## src/rtl/alu_seq_pkg.sv

```systemverilog
// Shared definitions for the sequential ALU initiator: opcodes, ALU control
// encodings, FSM state encoding and the opcode-to-ALU-control decode.
package alu_seq_pkg;

  localparam int DEF_DATA_W = 32;

  // Request opcodes
  localparam logic [2:0] OP_ADD  = 3'd0;
  localparam logic [2:0] OP_SUB  = 3'd1;
  localparam logic [2:0] OP_AND  = 3'd2;
  localparam logic [2:0] OP_OR   = 3'd3;
  localparam logic [2:0] OP_NOR  = 3'd4;
  localparam logic [2:0] OP_NAND = 3'd5;
  localparam logic [2:0] OP_SLT  = 3'd6;
  localparam logic [2:0] OP_MUL  = 3'd7;

  // ALU operation select
  localparam logic [1:0] ALUOP_AND = 2'b00;
  localparam logic [1:0] ALUOP_OR  = 2'b01;
  localparam logic [1:0] ALUOP_ADD = 2'b10;
  localparam logic [1:0] ALUOP_SLT = 2'b11;

  typedef enum logic [1:0] {
    IDLE = 2'd0,
    EXEC = 2'd1,
    MUL  = 2'd2,
    DONE = 2'd3
  } state_t;

  typedef struct packed {
    logic       inv_a;
    logic       inv_b;
    logic [1:0] operation;
  } alu_ctrl_t;

  // NOR and NAND come from De Morgan: invert both inputs, then AND / OR.
  // SUB and SLT invert B; the ALU uses invertB as the adder carry-in.
  function automatic alu_ctrl_t decode_op(input logic [2:0] op);
    alu_ctrl_t c;
    c = '{inv_a: 1'b0, inv_b: 1'b0, operation: ALUOP_ADD};
    case (op)
      OP_ADD:  c = '{inv_a: 1'b0, inv_b: 1'b0, operation: ALUOP_ADD};
      OP_SUB:  c = '{inv_a: 1'b0, inv_b: 1'b1, operation: ALUOP_ADD};
      OP_AND:  c = '{inv_a: 1'b0, inv_b: 1'b0, operation: ALUOP_AND};
      OP_OR:   c = '{inv_a: 1'b0, inv_b: 1'b0, operation: ALUOP_OR};
      OP_NOR:  c = '{inv_a: 1'b1, inv_b: 1'b1, operation: ALUOP_AND};
      OP_NAND: c = '{inv_a: 1'b1, inv_b: 1'b1, operation: ALUOP_OR};
      OP_SLT:  c = '{inv_a: 1'b0, inv_b: 1'b1, operation: ALUOP_SLT};
      default: c = '{inv_a: 1'b0, inv_b: 1'b0, operation: ALUOP_ADD};
    endcase
    return c;
  endfunction

endpackage

```

## src/rtl/alu_seq_ctrl.sv

```systemverilog
// Sequential initiator for the external 32-bit ripple ALU. Single ops take one
// ALU cycle; MUL is a fixed-length shift-and-add loop over the ALU add path.
//
// Handshakes: a request transfers on a rising edge where req_valid && req_ready;
// a response transfers on a rising edge where rsp_valid && rsp_ready. While
// rsp_valid is high, rsp_result/rsp_zero/rsp_overflow do not change. req_ready
// is only high in IDLE; requests presented at other times are dropped.
module alu_seq_ctrl
  import alu_seq_pkg::*;
#(
  parameter int DATA_W    = DEF_DATA_W,
  parameter int MUL_STEPS = DATA_W
) (
  input  logic              clk,
  input  logic              rst,
  input  logic              req_valid,
  output logic              req_ready,
  input  logic [2:0]        req_op,
  input  logic [DATA_W-1:0] req_a,
  input  logic [DATA_W-1:0] req_b,
  output logic              rsp_valid,
  input  logic              rsp_ready,
  output logic [DATA_W-1:0] rsp_result,
  output logic              rsp_zero,
  output logic              rsp_overflow,
  output logic [DATA_W-1:0] alu_src1,
  output logic [DATA_W-1:0] alu_src2,
  output logic              alu_invertA,
  output logic              alu_invertB,
  output logic [1:0]        alu_operation,
  input  logic [DATA_W-1:0] alu_result,
  input  logic              alu_zero,
  input  logic              alu_overflow,
  output logic [1:0]        dbg_state
);

  localparam int CNT_W = $clog2(MUL_STEPS) + 1;

  state_t            state;
  logic [2:0]        op_q;
  logic [DATA_W-1:0] a_q;
  logic [DATA_W-1:0] b_q;
  logic [DATA_W-1:0] acc;
  logic [DATA_W-1:0] mcand;
  logic [DATA_W-1:0] mplier;
  logic [CNT_W-1:0]  count;
  alu_ctrl_t         ctrl;

  assign dbg_state     = state;
  assign alu_invertA   = ctrl.inv_a;
  assign alu_invertB   = ctrl.inv_b;
  assign alu_operation = ctrl.operation;

  // ALU drive is decoded from state and held registers only; idle states park it at zero.
  always_comb begin
    alu_src1 = '0;
    alu_src2 = '0;
    ctrl     = '0;
    case (state)
      EXEC: begin
        alu_src1 = a_q;
        alu_src2 = b_q;
        ctrl     = decode_op(op_q);
      end
      MUL: begin
        alu_src1 = acc;
        alu_src2 = mplier[0] ? mcand : '0;
        ctrl     = decode_op(OP_MUL);
      end
      default: ;
    endcase
  end

  // Control FSM with registered handshake outputs and response data.
  always_ff @(posedge clk) begin
    if (rst) begin
      state        <= IDLE;
      req_ready    <= 1'b1;
      rsp_valid    <= 1'b0;
      rsp_result   <= '0;
      rsp_zero     <= 1'b0;
      rsp_overflow <= 1'b0;
      op_q         <= '0;
      a_q          <= '0;
      b_q          <= '0;
      acc          <= '0;
      mcand        <= '0;
      mplier       <= '0;
      count        <= '0;
    end else begin
      case (state)
        IDLE: begin
          if (req_valid) begin
            op_q      <= req_op;
            a_q       <= req_a;
            b_q       <= req_b;
            req_ready <= 1'b0;
            if (req_op == OP_MUL) begin
              acc    <= '0;
              mcand  <= req_a;
              mplier <= req_b;
              count  <= '0;
              state  <= MUL;
            end else begin
              state <= EXEC;
            end
          end
        end
        EXEC: begin
          rsp_result   <= alu_result;
          rsp_zero     <= alu_zero;
          rsp_overflow <= alu_overflow;
          rsp_valid    <= 1'b1;
          state        <= DONE;
        end
        MUL: begin
          acc    <= alu_result;
          mcand  <= mcand << 1;
          mplier <= mplier >> 1;
          count  <= count + CNT_W'(1);
          // Last step: the sum on the ALU output is the final product.
          if (count == CNT_W'(MUL_STEPS - 1)) begin
            rsp_result   <= alu_result;
            rsp_zero     <= (alu_result == '0);
            rsp_overflow <= 1'b0;
            rsp_valid    <= 1'b1;
            state        <= DONE;
          end
        end
        DONE: begin
          if (rsp_ready) begin
            rsp_valid <= 1'b0;
            req_ready <= 1'b1;
            state     <= IDLE;
          end
        end
        default: begin
          state     <= IDLE;
          req_ready <= 1'b1;
          rsp_valid <= 1'b0;
        end
      endcase
    end
  end

endmodule

```

## config.mk

```make
export PLATFORM = sky130hd
export DESIGN_NAME = alu_seq_ctrl
export DESIGN_NICKNAME = d
export VERILOG_FILES = /design/src/rtl/alu_seq_pkg.sv /design/src/rtl/alu_seq_ctrl.sv
export SDC_FILE = /design/constraint.sdc
export NUM_CORES = 1
export LEC_CHECK = 0
export ABC_AREA = 1
export CAP_MARGIN = 25
export CORE_MARGIN = 2
export CORE_UTILIZATION = 40
export DETAILED_ROUTE_END_ITERATION = 10
export GPL_TIMING_DRIVEN = 0
export HOLD_SLACK_MARGIN = 0.05
export PLACE_DENSITY = 0.71
export SLEW_MARGIN = 10
export SYNTH_ARGS = -nofsm -noshare
export SYNTH_HDL_FRONTEND = slang
export SYNTH_SLANG_ARGS = --single-unit
```

## constraint.sdc

```tcl
create_clock -name clk -period 1.9 [get_ports clk]
set_clock_uncertainty 0.1 [all_clocks]
set_input_delay 0.19 -clock clk [delete_from_list [all_inputs] [get_ports clk]]
set_output_delay 0.19 -clock clk [all_outputs]
set_load 0.01 [all_outputs]
```

* Yosys cells after proc, flatten, opt, wreduce, memory -nomap -nowiden
Cells that the tools add are included.
Operators by class: shifts and indexed selects 0, add/sub/neg operators 1, order comparisons 0, multiply operators 0, equality and inequality tests 15, divide/modulo/power cells 0, reductions and logical operators 12, mux-type cells 34, bitwise logic cells 0
Operator list (number):
- one-hot mux 32 bit (2 select lines) | 6
- two-way mux 32 bit | 8
- logical NOT 32 bit | 1
- one-hot mux 4 bit (6 select lines) | 1
- == test 3 bit (second input constant) | 4
- two-way mux 6 bit | 2
- one-hot mux 6 bit (2 select lines) | 1
- AND reduction 3 bit | 4
- two-way mux 2 bit | 4
- != test 2 bit (second input constant) | 4
- one-hot mux 2 bit (4 select lines) | 1
- one-hot mux 4 bit (2 select lines) | 1
- adder 6 x 1 -> 6 bit (second input constant) | 1
- == test 3 x 2 -> 1 bit (second input constant) | 2
- == test 6 x 5 -> 1 bit (second input constant) | 1
- two-way mux 1 bit | 6
- one-hot mux 1 bit (2 select lines) | 3
- nonzero test 2 bit | 3
- == test 2 bit (second input constant) | 2
- AND reduction 2 bit | 2
- == test 3 x 1 -> 1 bit (second input constant) | 1
- one-hot mux 1 bit (3 select lines) | 1
- nonzero test 3 bit | 1
- == test 2 x 1 -> 1 bit (second input constant) | 1
- logical NOT 2 bit | 1
Storage, ports and cells: output and inout port bits 106, register bits 207, memories kept 0, logic and storage cells 75, bits of input ports 105, bits in read-only memories 0, RAM bits 0, latch bits 0

* Logic depth before layout (Yosys ltp)
depth after elaboration 4, depth in mapped cells 12, gate-level depth less buffers 11

* Worst setup path before layout
Ideal clock, no wire load.
path kind flip-flop to output port, start point reg state[0], in the netlist dbg_state[0], end point out alu_src2[17], arrival 1.634 ns, cell stages (with the launch flop) 8, slack -0.024 ns, buffers on the path 2, path through dfxtp_1 > inv_1 > ha_1 > nand2_1 > inv_1 > buf_2 > buf_1 > a32o_1
On the way: cells in the longest elaborated chain, start to end 2, elaborated cells between the ends (all ways) 3, those cells by class eq/ne: 2; mux: 1
Ends and longest elaborated chain:
- start, declared | line alu_seq_ctrl.sv:39 | state_t state;
- start signal, assigned | line alu_seq_ctrl.sv:77 | state <= IDLE;
- start signal, assigned | line alu_seq_ctrl.sv:103 | state <= MUL;
- start signal, assigned | line alu_seq_ctrl.sv:105 | state <= EXEC;
- == test 2 bit / == test 2 x 1 -> 1 bit (equally long branches) | line alu_seq_ctrl.sv:59 | case (state)
- one-hot mux 32 bit (2 select lines) (*) | line alu_seq_ctrl.sv:59
- end, declared | line alu_seq_ctrl.sv:27 | output logic [DATA_W-1:0] alu_src2,
Mark *: on every way between the ends. The rest lies on a longest branch, timed or not.

* Worst setup path after layout
start point reg state[0], in the netlist dbg_state[0], end point out alu_src2[21]
Same word-level chain as after synthesis.

==> reports/metrics.sh <==
PRE_CTS_SLACK_NS=-1.046
MAX_CLOCK_FREQ_MHz=428.2
DRT_PASS1_ITERATIONS=5
TOTALWIRELENGTH_MM=33.93
SYNTH.NET_COUNT=1374
NUMBER_OF_CTS_INSERTED_BUFFERS=23
ROUTE.ANTENNA.REMAINING_NETS=0
INTERNAL_POWER_mW=11.23
REGTOREGSETUPSLACK_NS=0.02
CLKLATENCYLATEPIN_NS=0.52
TIMING_HOLD_VIOLATIONS_FINAL=0
RSZ0062_AT_GRT='true'
CRIT_PATH_START_KIND='flip-flop'
VIOLATIONS='negative setup slack'
ASYNCSETRESETFLOPFRACSYNTH=0
GP_CONGESTION=0.8444
SYNTH.FF_LATCH_COUNT=207
POWER_PER_CELL_AREA_nW_PER_UM2=1314
VIA_COUNT=9901
AVGROUTEDWIREPERCELL_UM=18.54
FINAL_CELL_MIX='213 x sky130_fd_sc_hd__nand2_1, 203 x sky130_fd_sc_hd__dfxtp_1, 168 x sky130_fd_sc_hd__nor2_1, 152 x sky130_fd_sc_hd__o21ai_0'
STARTING_DENSITY_OF_THE_CORE=0.4099
POWER.SHARE.COMBINATIONAL=0.416
SYN_AREA_UM2=8974
GRTUSAGETOTAL=0.2656
GRT_OVERFLOW=0
SYNTH_SEQUENTIAL_AREA_RATIO=0.4618
CLKPWRFRAC=0.242
REQUIRED_NS=1.61
SLEW_VIOLATIONS=0
WORST_SLACK_NS=-0.4352
POWER_LEAKAGE_nW=5.802
REMAINING_DRC_ERRORS=0
TRITONCTS='yes'
RUN_STATUS='complete, but fails checks'
HTREE_NUM_LEVELS=1
CAPTURING_ELEMENT_TYPE_OF_THE_CRITICAL_PATH='output pin'
GRT_PASS1_WL_MM=50.67
SYNTH_FLOP_CELL='sky130_fd_sc_hd__dfxtp_1'
FP-ROW-COUNT=54
ROUTED_VIAS_INST=5.410
MAX_SLEW.WORST_PIN.SLEW_NS=0.6374
SETUP-VIOLATIONS-FINAL=68
MAXIMUM_NUMBER_OF_PINS_ON_ONE_NET_BEFORE_GLOBAL_ROUTE_REPAIR=13
AVGSYNTHCELLAREA_UM2=7.105
SYNTH.DISTINCT_CELLS=28
GRT_PASS1_VIAS=9329
CTSLONGESTPATHBUFFERS=3
CHIPWIDTH_UM=153.8
DR.FIRST_ITER.DRC_COUNT=810
P_SW_mW=6.566
POSTSYNTHCELLCOUNT=1263
INITIAL_ANTENNA_VIOLATION_COUNT=2
COUNT_OF_SYNTHESIS_STAGE_WARNINGS_FROM_YOSYS=0
SYNTH_ENABLE_FLOP_CELLS=0
SWITCHING_SHARE=0.3690
PATH_CLASS='reg -> out'
SHARE_OF_FINAL_LAYOUT_STANDARD_CELLS_STRONGER_THAN_DRIVE_STRENGTH_1=0.2138
DIE_Y_UM=153.8
LAYOUT-AREA-OVERHEAD-VS-SYNTH_PCT=50.89
SEQ_POWER_SHARE=0.342
CRITPATHARRIVALTIME_NS=2.05
DIE_AREA_UM2=23650
ROOT_BUFFER='sky130_fd_sc_hd__clkbuf_16'
HP-CLASS='in -> reg'
CTS_NUM_SINKS=207
CRIT_FANOUT=10
POST-DP-HPWL_MM=23.21
CTS.CLK_SLEW.WORST_PATHS_NS=0.06
VDD_IR_DROP_MAX_uV=649.4
SLEW_HEADROOM=0.5751
SETUP-TNS-FINAL_NS=-24.63
PLACEABLECOREAREA_UM2=21890
POST-ROUTE-PERIOD-UTIL=1.229
DRV.MAX_CAP_VIOLATION_COUNT=0
FINAL.MIN_CLOCK_PERIOD_NS=2.335
MOSTFREQUENTLAYOUTCELL='sky130_fd_sc_hd__nand2_1'
FINALNETCOUNT=1645
PORTBUFFERS=209
IO_PINS=211
flip-flops by register name, indices dropped and copies added, names as in the netlist, 2 cells and up:
signal      count
b_q            32
a_q            32
acc            32
mcand          32
dbg_state       2
count           6
mplier         32
rsp_result     32
op_q            3
path summary, 6_finish.rpt:
check / from / to / depth (start not counted)
setup / recovery: dbg_state[0] / alu_src2[21] / 9
hold / removal: req_b[22] / b_q[22] / 3
setup reg to reg: dbg_state[1] / mcand[18] / 10
hold reg to reg: count[4] / count[4] / 2
power by group through the flow:
| stage | combinational [mW] | clock, mW | sequential (mW) |
|---|---|---|---|
| final | 7.41 | 4.30 | 6.08 |
| after global routing | 7.99 | 4.50 | 6.18 |
| after CTS | 6.70 | 4.32 | 5.98 |
| after detailed placement | 5.45 | 0 | 6.05 |
| after global placement | 5.36 | 0 | 6.02 |
| after floorplan | 3.19 | 0 | 6.03 |
cells in the mapped netlist (2+ instances only):
cell                       instances  share of area
sky130_fd_sc_hd__o21ai_0         204           0.11
sky130_fd_sc_hd__ha_1              6         0.0084
sky130_fd_sc_hd__clkbuf_1         57          0.024
sky130_fd_sc_hd__inv_2             3         0.0013
sky130_fd_sc_hd__buf_2            32          0.018
sky130_fd_sc_hd__nor2_1          176          0.074
sky130_fd_sc_hd__o21ai_1           4         0.0022
sky130_fd_sc_hd__inv_1            66          0.028
sky130_fd_sc_hd__a21oi_1         151          0.084
sky130_fd_sc_hd__dfxtp_1         207           0.46
sky130_fd_sc_hd__a32o_1            6         0.0067
sky130_fd_sc_hd__a22o_1           32          0.031
sky130_fd_sc_hd__nand2_2           3         0.0021
sky130_fd_sc_hd__buf_4             5         0.0042
sky130_fd_sc_hd__buf_1             4         0.0017
sky130_fd_sc_hd__nand2_1         254           0.11
sky130_fd_sc_hd__nor3_1            4         0.0022
sky130_fd_sc_hd__nand3_1          38          0.021
sky130_fd_sc_hd__buf_6             2         0.0025
worst max-delay path: stages (launching register included):
cell	delay (ns)
sky130_fd_sc_hd__dfxtp_4	0.36
sky130_fd_sc_hd__inv_4	0.05
sky130_fd_sc_hd__ha_4	0.32
sky130_fd_sc_hd__nand2_4	0.08
sky130_fd_sc_hd__inv_6	0.08
sky130_fd_sc_hd__buf_12	0.15
sky130_fd_sc_hd__buf_12	0.15
sky130_fd_sc_hd__nand2_1	0.08
sky130_fd_sc_hd__o21ai_2	0.08
sky130_fd_sc_hd__buf_2	0.16
through the flow:
stage	hold WS [ns]	std cells	power, mW	instance area, um2	utilization
after floorplan	0.2307	1263	9.212	8979	-
after global placement	0.3374	1752	11.38	11420	0.5217
after detailed placement	0.3467	1752	11.50	11420	0.5217
after CTS	0.1324	1821	17.00	13000	0.5938
after global routing	0.1604	1830	18.67	13540	0.6185
final	0.1354	1830	17.79	13540	0.6185
cell type report:
cell class	instances	area [um2]
antenna	2	5.005
buffer	98	867.1
clock buffer	35	690.7
clock inverter	4	27.53
fill	1923	8351
inverter	69	285.3
multi-input combinational	887	4662
sequential	207	4151
tap	280	350.3
timing repair buffer	248	2501
metal layers:
layer	global-route usage	share of wire	wire, um	vias up
met5	0	0	0	-
met4	0.09873	0.040	1346	0
met3	0.03439	0.083	2825	94
met2	0.4519	0.48	16220	506
met1	0.3451	0.40	13540	4574
li1	-	-	-	4727
kinds of logic after synthesis:
family,synth area share
flip-flops,0.4618
XOR/XNOR,0.0009762
adder cells (fa/ha/maj),0.008366
AND/OR/NAND/NOR,0.2079
AO/OA/AOI/OAI,0.2415
buffers and inverters,0.07948
what timing repair did:
action | CTS | global route
setup buffers | 21 | 6
gates resized for setup | 528 | 154
pin swaps | 46 | 27
hold buffers | 0 | 0
gates cloned | 10 | 5
endpoints found under the setup margin | 256 | 237
Note: power is estimated with default switching activity, not from simulation.
